$ cat src/rtl/grid_sprite_renderer.sv
// grid_sprite_renderer: raster-walking tile renderer for the object grid.
// Maps each pixel to a grid cell, fetches the cell's sprite texel from an
// external ROM, and emits colour with syncs delayed by LAT = 3 + ROM_LATENCY.
// The grid is snapshotted once per frame; key colour and blinking codes
// fall back to the background colour.
module grid_sprite_renderer #(
    parameter int GRID_ROWS   = 8,
    parameter int GRID_COLS   = 13,
    parameter int TILE_LOG2   = 5,
    parameter int OBJ_BITS    = 4,
    parameter int X0          = 112,
    parameter int Y0          = 0,
    parameter int ROM_LATENCY = 2,
    parameter int ROM_AW      = 14,
    parameter logic [11:0] KEY_COLOR = 12'hF0F,
    parameter logic [11:0] BG_COLOR  = 12'hFFF,
    parameter logic [(1<<OBJ_BITS)-1:0] BLINK_MASK = 16'h0300,
    parameter int BLINK_LOG2  = 4
) (
    input  logic                                    pixel_clk_in,
    input  logic                                    rst_in,
    input  logic [GRID_ROWS*GRID_COLS*OBJ_BITS-1:0] object_grid,
    input  logic [10:0]                             hcount,
    input  logic [9:0]                              vcount,
    input  logic                                    hsync_in,
    input  logic                                    vsync_in,
    input  logic                                    blank_in,
    output logic [ROM_AW-1:0]                       rom_addr,
    input  logic [11:0]                             rom_data,
    output logic [11:0]                             pixel_out,
    output logic                                    hsync_out,
    output logic                                    vsync_out,
    output logic                                    blank_out
);

    localparam int TILE   = 1 << TILE_LOG2;
    localparam int LAT    = 3 + ROM_LATENCY;
    localparam int STAGES = LAT - 1;
    localparam int CW     = (GRID_COLS > 1) ? $clog2(GRID_COLS) : 1;
    localparam int RW     = (GRID_ROWS > 1) ? $clog2(GRID_ROWS) : 1;
    localparam int GW     = GRID_ROWS * GRID_COLS * OBJ_BITS;
    localparam logic [11:0] X_LO = 12'(X0);
    localparam logic [11:0] X_HI = 12'(X0 + GRID_COLS * TILE);
    localparam logic [11:0] Y_LO = 12'(Y0);
    localparam logic [11:0] Y_HI = 12'(Y0 + GRID_ROWS * TILE);

    typedef struct packed { logic hs; logic vs; logic bl; } ctl_t;
    typedef struct packed { logic nz; logic sup; } meta_t;

    // 12-bit offsets; range test is done on the unsubtracted values so
    // pixels left of / above the grid never wrap into it.
    logic [11:0] hx, vy, dx, dy;
    logic        hit, frame_start;
    ctl_t        ctl_in;
    assign hx          = {1'b0, hcount};
    assign vy          = {2'b0, vcount};
    assign dx          = hx - X_LO;
    assign dy          = vy - Y_LO;
    assign hit         = (hx >= X_LO) && (hx < X_HI) && (vy >= Y_LO) && (vy < Y_HI);
    assign frame_start = (hcount == '0) && (vcount == '0);
    assign ctl_in      = {hsync_in, vsync_in, blank_in};

    logic [GW-1:0]         snapshot;
    logic [BLINK_LOG2:0]   frame_cnt;
    logic [OBJ_BITS-1:0]   snap_cell [GRID_ROWS][GRID_COLS];

    for (genvar r = 0; r < GRID_ROWS; r++) begin : g_row
        for (genvar c = 0; c < GRID_COLS; c++) begin : g_col
            assign snap_cell[r][c] = snapshot[(r*GRID_COLS+c)*OBJ_BITS +: OBJ_BITS];
        end
    end

    // Capture the grid and advance the frame counter at frame start only.
    always_ff @(posedge pixel_clk_in) begin
        if (!rst_in) begin
            snapshot  <= '0;
            frame_cnt <= '0;
        end else if (frame_start) begin
            snapshot  <= object_grid;
            frame_cnt <= frame_cnt + 1'b1;
        end
    end

    logic [STAGES:0]      vld_pipe;
    ctl_t [STAGES:0]      ctl_pipe;
    logic                 s0_in;
    logic [CW-1:0]        s0_col;
    logic [RW-1:0]        s0_row;
    logic [TILE_LOG2-1:0] s0_px, s0_py;

    // S0: tile coordinates, plus valid/control shift registers for all stages.
    always_ff @(posedge pixel_clk_in) begin
        if (!rst_in) begin
            vld_pipe <= '0;
            ctl_pipe <= '0;
            s0_in    <= 1'b0;
            s0_col   <= '0;
            s0_row   <= '0;
            s0_px    <= '0;
            s0_py    <= '0;
        end else begin
            vld_pipe <= {vld_pipe[STAGES-1:0], 1'b1};
            ctl_pipe <= {ctl_pipe[STAGES-1:0], ctl_in};
            s0_in    <= hit;
            s0_col   <= hit ? CW'(dx >> TILE_LOG2) : '0;
            s0_row   <= hit ? RW'(dy >> TILE_LOG2) : '0;
            s0_px    <= dx[TILE_LOG2-1:0];
            s0_py    <= dy[TILE_LOG2-1:0];
        end
    end

    logic [OBJ_BITS-1:0]  code_lk, s1_code;
    logic                 s1_sup;
    logic [TILE_LOG2-1:0] s1_px, s1_py;
    assign code_lk = snap_cell[s0_row][s0_col];

    // S1: cell lookup and blink decision, using the frame count of this frame.
    always_ff @(posedge pixel_clk_in) begin
        if (!rst_in) begin
            s1_code <= '0;
            s1_sup  <= 1'b0;
            s1_px   <= '0;
            s1_py   <= '0;
        end else begin
            s1_code <= s0_in ? code_lk : '0;
            s1_sup  <= s0_in && BLINK_MASK[code_lk] && frame_cnt[BLINK_LOG2];
            s1_px   <= s0_px;
            s1_py   <= s0_py;
        end
    end

    meta_t                 meta_s1;
    meta_t [ROM_LATENCY:0] m_pipe;
    assign meta_s1 = {(s1_code != '0), s1_sup};

    // S2: ROM address, with per-pixel decisions delayed to meet rom_data.
    always_ff @(posedge pixel_clk_in) begin
        if (!rst_in) begin
            rom_addr <= '0;
            m_pipe   <= '0;
        end else begin
            rom_addr <= ROM_AW'({s1_code, s1_py, s1_px});
            m_pipe   <= {m_pipe[ROM_LATENCY-1:0], meta_s1};
        end
    end

    ctl_t  co;
    meta_t mo;
    assign co = ctl_pipe[STAGES];
    assign mo = m_pipe[ROM_LATENCY];

    // Output stage: blanking, background, transparency and texel select.
    always_ff @(posedge pixel_clk_in) begin
        if (!rst_in) begin
            pixel_out <= '0;
            hsync_out <= 1'b0;
            vsync_out <= 1'b0;
            blank_out <= 1'b0;
        end else begin
            hsync_out <= co.hs;
            vsync_out <= co.vs;
            blank_out <= co.bl;
            if (!vld_pipe[STAGES] || co.bl)
                pixel_out <= '0;
            else if (!mo.nz || mo.sup || rom_data == KEY_COLOR)
                pixel_out <= BG_COLOR;
            else
                pixel_out <= rom_data;
        end
    end

endmodule

$ cat config.mk
export PLATFORM = sky130hd
export DESIGN_NAME = grid_sprite_renderer
export DESIGN_NICKNAME = d
export VERILOG_FILES = /design/src/rtl/grid_sprite_renderer.sv
export SDC_FILE = /design/constraint.sdc
export NUM_CORES = 1
export LEC_CHECK = 0
export CAP_MARGIN = 20
export CORE_MARGIN = 2
export CORE_UTILIZATION = 40
export DETAILED_ROUTE_END_ITERATION = 10
export PLACE_DENSITY = 0.76
export SYNTH_ARGS = -nofsm -noshare
export SYNTH_HDL_FRONTEND = slang
export SYNTH_SLANG_ARGS = --single-unit
export TNS_END_PERCENT = 100
$ cat constraint.sdc
create_clock -name pixel_clk_in -period 2.4 [get_ports pixel_clk_in]
set_clock_uncertainty 0.15 [all_clocks]
set_input_delay 0.48 -clock pixel_clk_in [delete_from_list [all_inputs] [get_ports pixel_clk_in]]
set_output_delay 0.48 -clock pixel_clk_in [all_outputs]
set_load 0.01 [all_outputs]
==> results by stage, run 1 <==
Place:
- Buffers placed on the I/O ports in this run total 482.
- The final weighted congestion in routability-driven placement is 0.999.
- The half-perimeter wire length after detailed placement is 51.2 mm.
- The instance count after placement with tap cells included is 3418.

Synth:
- The number of nets in the synthesized netlist is 2775.
- The count of mapped cells out of synthesis is 2318.
- The share of flip-flops with an asynchronous set or reset after synthesis is 0.
- The share of the yosys chip area belonging to registers is 0.475.
- Counting flops and latches in the post-synthesis netlist gives 509.
- The count of warnings emitted by yosys is 0.
- The most common flop cell mapped by yosys is dfxtp_1.
- The number of enable-type register cells in the synthesized netlist is 0.
- The synthesized netlist occupies a cell area of 21400 sq um.
- Dividing the synthesized area by the synthesized cell count gives 9.25 sq um.
- By area the synthesized netlist is led by dfxtp_1 48%, nand2_1 15%, a21boi_0 13%.
- dfxtp_1 takes more of the synthesized area than any other cell.
- Of the post-synthesis cell area, the dominant cell type holds 0.475.
- Yosys mapped the design onto 57 distinct sky130hd cell types.

GRT:
- The met2 demand-to-capacity share in global routing is 0.419.
- The layer with the highest usage is met2.
- The largest net degree at the start of global routing is 145.
- The all-layer global routing usage is 0.242.
- The number of global-route vias before repair is 18600.
- In the global route stage, met1 resource usage came out at 0.277.
- The first global-routing pass estimated 104 mm of wire.
- The initial antenna violation count is 26.
- Global routing finished with a remaining overflow of 0.
- For met3 alone, demand over resource in global routing was 0.0583.

Clocking:
- The clock drives 509 sinks.
- The clock latency at the later pin of the worst-skew pair is 0.61 ns.
- The total clock buffers created by CTS is 54.
- The longest clock path from root to sink contains 3 buffers.
- After clock tree synthesis, the clock-pin slew on the worst setup and hold paths is 0.06 ns.
- The H-tree depth is 2.
- TritonCTS built the clock tree.
- In this run the clock root is driven by a clkbuf_16.

Final layout:
- From synthesis to final layout, the design area changed by 38.9%.
- Leaving out fill and tap cells, the most frequent cell in the layout is nand2_1.
- The top cell types in the final layout, fill and taps aside, are 858 x nand2_1, 506 x dfxtp_1, 481 x clkdlybuf4s50_1.
- The multi-input combinational cells in the finished layout cover a total of 10400 sq um.
- The final net count is 3264.
- Registers take 10200 sq um.
- The number of standard cells in the layout, taps in and fillers out is 3561.
- In the final layout, the share of cells above drive strength 1 is 0.127.
- The core utilization of the finished layout is 0.565.
- Fill cells in the final layout number 4525.

Power and ir drop:
- For this design the ratio of total power to cell area is 612 nW/um^2.
- The peak supply drop is 0.000509 V.
- The completed layout was analyzed and its total power is 18200 uW.
- For this design the static power due to leakage is 0.0101 uW.

Floorplan:
- The number of standard-cell rows in the floorplan is 84.
- The core footprint is 52800 sq um.
- The die is 236 um wide.
- For this configuration, the core starts out at a cell density of 0.407.
- The height of the chip is 236 um.
- The die covers 55500 sq um.
- The top-level port count is 483.

Worst setup path:
- The kind of critical path is reg2reg.
- The biggest fanout along the worst timing path is 13.
- Traced cell by cell, the critical path runs through buf_16 > mux4_2 > mux4_2 > a221o_1 > o221ai_2 > nor4b_4.
- Data on the critical path is required at its endpoint by 2.77 ns.
- The worst setup path is launched from a flip-flop.
- The startpoint identified for the worst register-to-register timing path is s0_row[0]$_SDFF_PN0_.
- The cell with the largest stage delay on the worst path is mux4_2.
- The arrival time at the worst endpoint is 3.08 ns.
- The worst setup path is captured at a flip-flop.
- By instance count, the cell type seen most on the critical path is mux4_2.
- The buffers plus inverters on the worst setup path is 1.
- The worst setup path startpoint is s0_row[0]$_SDFF_PN0_.
- The cell family contributing the most delay on the critical path is multiplexers.
- The critical path's largest stage delay is 0.59 ns.

Timing:
- Measured against its own limit, the worst slew margin works out to 0.624.
- The max-slew violation count came to 0.
- The achievable frequency is 369 MHz.
- Setup repair after global routing could not meet its margin everywhere.
- The total setup violations reported at the end of the flow is 5.
- The post-route worst setup slack is -0.308 ns.
- The final count of hold timing violations is 0.
- The transition time at the pin with the least slew margin is 0.563 ns.
- For the finished layout, the period the worst path requires is 2.71 ns.
- The share of the clock period used by the worst path after layout is 1.13.
- Hold is met by 0.0938 ns.

Routing:
- In the final routed layout, each cell accounts on average for 19.4 um.
- Before antenna repair, the detailed router went through 5 iterations.
- In this run the remaining antenna-violating nets after routing total 0.
- The routed via count is 18300.
- After detailed routing, the total wire length is 69.0 mm.
- After detailed routing, the number of remaining DRC violations is 0.
- Dividing the detail-routed via count by the number of cells gives 5.15.
- The number of DRC markers after the initial detailed-route iteration is 1273.

Run status:
- The flow ran to the end, but the final reports show violations.
- The checks that failed: setup timing.

Hold path:
- The hold path startpoint is rst_in.
- The path class of the lowest-slack min-delay path is in2reg.

Flow run:
- Across the run, the number of max-cap violations was 0.
cell usage after synthesis (10+ instances only):
cell / number
a22oi_1: 16
nand2_1: 858
nor2_1: 11
nand3_1: 13
and2_1: 72
a21oi_1: 10
o21a_1: 12
buf_2: 55
mux4_2: 101
clkbuf_1: 115
a21boi_0: 381
dfxtp_1: 509
a21boi_1: 38
mux2i_1: 24
power by group:
part | switching (uW) | internal, uW
combinational | 332 | 839
clock | 3570 | 5020
sequential | 11.5 | 8480
total | 3910 | 14300
path summary, 6_finish.rpt:
check	to	slack, ns	cells after the start
max	s1_sup$_SDFF_PN0_	-0.31	6
min	m_pipe[1]$_SDFF_PN0_	0.09	2
max reg2reg	s1_sup$_SDFF_PN0_	-0.31	6
min reg2reg	ctl_pipe[9]$_SDFF_PN0_	0.28	1
area by class of cell:
| cell class | instances | share of cell area |
|---|---|---|
| multi-input combinational | 1616 | 0.351 |
| sequential | 509 | 0.342 |
| timing repair buffer | 619 | 0.213 |
| clock buffer | 75 | 0.0538 |
| tap | 688 | 0.0289 |
| clock inverter | 27 | 0.00882 |
| antenna | 20 | 0.00168 |
| inverter | 7 | 0.000882 |
logic make-up (layout without fill, tap and decap cells):
| logic type | after synthesis | count (layout) | share of synthesized area |
|---|---|---|---|
| flip-flops | 509 | 509 | 0.475 |
| XOR/XNOR | 7 | 7 | 0.00286 |
| AO/OA/AOI/OAI | 491 | 491 | 0.171 |
| multiplexers | 129 | 129 | 0.121 |
| AND/OR/NAND/NOR | 986 | 986 | 0.187 |
| adder cells (fa/ha/maj) | 3 | 3 | 0.00175 |
| buffers and inverters | 193 | 728 | 0.0419 |
| other | 0 | 20 | 0 |
metrics by stage:
step / instance area, sq um / TNS, ns / setup slack, ns
6_report: 29800 / -1.18 / -0.308
5_1_grt: 29800 / -1.38 / -0.374
4_1_cts: 29600 / -1.04 / -0.309
3_5_place_dp: 27500 / -224.71 / -0.669
3_3_place_gp: 27500 / -225.68 / -0.622
2_1_floorplan: 21400 / 0 / 0.0431
sequential cells by signal, summed over array words and instances (netlist names):
signal and cells:
s0_py 5, s1_code 4, s1_sup 1, s0_px 5, s1_py 5, co 3, rom_addr 14, s0_col 4
m_pipe 6, pixel_out 12, snapshot 416, s1_px 5, vsync_out 1, frame_cnt 5, hsync_out 1, ctl_pipe 12
s0_in 1, s0_row 3, vld_pipe 5, blank_out 1
layer usage:
| metal | routed length [um] | up-vias |
|---|---|---|
| met4 | 3220 | 16 |
| met5 | 103 | - |
| met3 | 4960 | 158 |
| met2 | 34100 | 608 |
| li1 | - | 8807 |
| met1 | 26700 | 8738 |
timing repair:
action | 4_1_cts | 5_1_grt
setup endpoints to repair | 13 | 112
pin swaps | 2 | 4
gates cloned | 3 | 1
hold buffers | 0 | 0
buffers inserted | 9 | 8
gates resized for setup | 24 | 9
worst register-to-register path: stages, from the launching register on:
cell	delay, ns
dfxtp_4	0.41
buf_16	0.19
mux4_2	0.61
mux4_2	0.49
a221o_1	0.41
o221ai_2	0.14
nor4b_4	0.24
Power figures use the tool's default switching activity.
==> run 2, diff against run 1 <==
Settings changed: ABC_AREA set to 1.
==> results by stage, run 2 <==
Worst setup path:
- The critical path is of the reg2reg type.
- The data required time of the critical path is 2.82 ns.
- The cell repeated most along the worst path is nand2_1.
- Broken down by cell family, the worst path's largest delay share belongs to simple AND/OR/NAND/NOR gates.
- The worst setup path is launched from a flip-flop.
- The cell with the largest stage delay on the worst path is dfxtp_4.
- The endpoint type of the worst setup path is a flip-flop.
- The signal on the critical path passes through inv_4 > buf_12 > buf_4 > o21ai_0 > nand3_1 > nand3_1 > nand2_1 > inv_1 > nand2_1 > nand2_1 > nand2_1 > nor2_2.
- At the worst endpoint, the arrival time is 2.74 ns.
- Along the worst path, the maximum fanout reaches 49.
- The critical path's largest stage delay is 0.48 ns.
- The buffers plus inverters on the worst setup path is 4.

Floorplan:
- The floorplan step set the die height to 236 um.
- In this run the horizontal extent of the chip is 236 um.
- The initial standard-cell utilization of the core is 0.406.
- The floorplan has 84 rows.
- The core footprint is 52800 sq um.
- 483 I/O pins were placed.
- The die covers 55500 sq um.

Final layout:
- The number of standard cells in the layout, taps in and fillers out is 4193.
- The final net count is 3890.
- Of the cells placed in the final design, the portion with a size suffix greater than 1 is 0.0702.
- From synthesis to final layout, the design area changed by 37.1%.
- The leading cell type in the layout, fill and taps excluded is nor2_1.
- The register with the most flip-flops in the layout has 416 of them.
- The library cells used most frequently in the layout, excluding fill and tap cells, are 578 x nor2_1, 506 x dfxtp_1, 481 x clkdlybuf4s50_1.
- Ranked by flip-flop count, first place goes to snapshot.
- The largest registers in the layout are snapshot: 416 flops, rom_addr: 14 flops.
- The final-layout fill cell count is 4970.

Synth:
- The summed instance area of the synthesized netlist is 21400 sq um.
- The number of enable-type register cells in the synthesized netlist is 0.
- After synthesis, the share of flip-flops with an asynchronous set or reset is 0.
- Sorting the synthesized cells by area gives the leading types as dfxtp_1 48%, nor2_1 10%, o21ai_0 9.1%.
- The synthesized design spends more area on one cell type than any other, namely dfxtp_1.
- The average cell area after synthesis is 7.14 sq um.
- The count of warnings emitted by yosys is 0.
- The number of nets in the synthesized netlist is 3460.
- For this run, the register share of the synthesized area comes to 0.475.
- The synthesized netlist contains 33 unique library cells.
- Counting every instance in the synthesized netlist gives 3003.
- The number of synthesized register bits is 509.
- In the synthesized netlist, the cells that appear most often are 578 x nor2_1, 509 x dfxtp_1, 390 x o21ai_0, 372 x nand2_1, 243 x inv_1.
- The most common flop cell mapped by yosys is dfxtp_1.
- Of the post-synthesis cell area, the dominant cell type holds 0.475.
- By instance count, the leading cell after synthesis is nor2_1.

Clocking:
- After clock tree synthesis, the clock-pin slew on the worst setup and hold paths is 0.06 ns.
- The later pin in the worst-skew pair is clocked with a latency of 0.63 ns.
- TritonCTS built the clock tree.
- Clock tree synthesis inserted a total of 56 buffers.
- Clock tree synthesis selected as its root buffer the cell clkbuf_16.
- The number of sinks handled by clock tree synthesis is 509.
- The maximum number of buffers from clock root to sink is 3.
- The post-CTS setup buffer count is 0.
- The H-tree depth is 2.

Hold path:
- In this run the worst hold path is classified as in2reg.

GRT:
- The number of global-route vias before repair is 20400.
- The initial antenna violation count is 38.
- The largest net degree at the start of global routing is 105.
- The leftover overflow at the end of global routing is 0.
- The all-layer global routing usage is 0.276.
- The first global-routing pass estimated 119 mm of wire.

Timing:
- The final count of hold timing violations is 0.
- The post-route worst setup slack is 0.0811 ns.
- The total setup violations reported at the end of the flow is 0.
- Setup repair after global routing left no endpoint under its margin.
- The worst path needs 2.32 ns of the cycle, external delays included.
- At the pin with the least slew margin, the transition time is 0.642 ns.
- Of the available clock period, the critical path in the final layout requires 0.966.
- The achievable frequency is 431 MHz.
- In this run the tightest slew margin relative to its limit is 0.571.
- The max-slew violation count is 0.

Flow run:
- Max-cap violations in this run came to 0.

Power and ir drop:
- The share of total power dissipated in sequential elements is 0.439.
- The proportion of power drawn by combinational gates is 0.065.
- Summed over all cells, the static leakage comes to 0.0123 uW.
- The switching power total is 4240 uW.
- Cell internal power was estimated by the tool at 15100 uW.
- The share of total power dissipated in the clock network is 0.496.
- For this design the ratio of total power to cell area is 658 nW/um^2.
- IR analysis of the VDD net gives a maximum drop of 0.000554 V.
- Of the total power, the share spent switching nets is 0.219.
- The sum of internal, switching and leakage power is 19300 uW.

Routing:
- The routed via count is 21800.
- Dividing the detail-routed via count by the number of cells gives 5.19.
- The first detailed-routing pass took 6 iterations.
- The post-detailed-route DRC marker count is 0.
- Summed over all layers, the routed wires come to 79.5 mm.
- The wire length per cell is 19.0 um.
- The detailed router finished its first iteration with 2306 violations.
- The number of antenna-violating nets in the routed design is 0.

Place:
- The instance count after placement with tap cells included is 4062.
- Port buffering added 482 buffers.
- The worst slack after detailed placement is -0.208 ns.
- The half-perimeter wire length after detailed placement is 57.3 mm.
- The final weighted congestion in routability-driven placement is 0.887.

Run status:
- The run finished with clean final reports.
## run 2: changes by cell type after synthesis, sizes merged, moves of 72 or more
cell,delta
and2,-72
nand2,-486
o21ai,+524
inv,+246
a21boi,-419
nand3,+215
nor2,+569
a21oi,+229
mux4,-103
## run 2: worst min-delay path: stages
cell             delay (ns)
clkdlybuf4s50_1        0.40
nand2_1                0.06
inv_1                  0.03
## run 2: what timing repair did
| item | 4_1_cts | 5_1_grt |
|---|---|---|
| endpoints found under the hold margin | 3 | 0 |
| hold buffers | 1 | 0 |
| endpoints found under the setup margin | 0 | 1 |
| resized for setup | 0 | 1 |
## run 2: routing by layer
metal	GRT usage	vias up	routed length [um]
li1	-	10600	-
met1	0.363	10000	33400
met2	0.441	931	36600
met3	0.0562	165	6480
met4	0.117	14	2930
met5	0	-	97
## run 2: final timing paths
path / start / to / slack [ns] / depth (start not counted)
setup / recovery: s0_row[0]$_SDFF_PN0_ / s1_sup$_SDFF_PN0_ / 0.08 / 12
hold / removal: vsync_in / ctl_pipe[1]$_SDFF_PN0_ / 0.23 / 3
hold reg to reg: ctl_pipe[4]$_SDFF_PN0_ / ctl_pipe[7]$_SDFF_PN0_ / 0.24 / 2
setup reg to reg: s0_row[0]$_SDFF_PN0_ / s1_sup$_SDFF_PN0_ / 0.08 / 12
## run 2: logic make-up (layout without fill, tap and decap cells)
kind of cell	after synthesis	in the layout	synth area share
AOI/OAI and AO/OA	806	806	0.193
xor gates and xnor gates	1	1	0.000408
adders and majority gates	3	3	0.00175
buffers and inverters	487	962	0.104
DFF	509	509	0.475
other	0	27	0
and+or+nand+nor	1197	1197	0.226
## run 2: power by group through the flow
stage               registers [uW]  logic (uW)  clock network, uW
floorplan                     8680         285                  0
global placement              8680        1250                  0
detailed placement            8680        1240                  0
CTS                           8490        1250               9680
global route                  8490        1340              10100
finish                        8490        1260               9590
## run 2: area by class of cell
class	instances	area, sq um	share of cell area
Antenna cell	27	67.6	0.00230
Timing Repair Buffer	604	6220	0.212
Multi-Input combinational cell	2007	9030	0.307
Clock buffer	67	1510	0.0515
Inverter	255	970	0.0330
Clock inverter	36	541	0.0184
Tap cell	688	861	0.0293
Sequential cell	509	10200	0.347
## run 2: metrics by stage
stage	TNS, ns	hold WS [ns]	area [sq um]	util
6_report	0	0.233	29400	0.557
5_1_grt	0	0.214	29400	0.557
3_3_place_gp	-36.94	0.242	27300	0.517
3_5_place_dp	-39.55	0.247	27300	0.517
2_1_floorplan	0	0.240	21400	-
4_1_cts	0	0.206	29300	0.556
==> run 3, diff against run 2 <==
Settings changed: ABC_AREA 1 to not set.
==> results of run 3 <==
Final layout, timing and power as in run 1 (identical DEF).
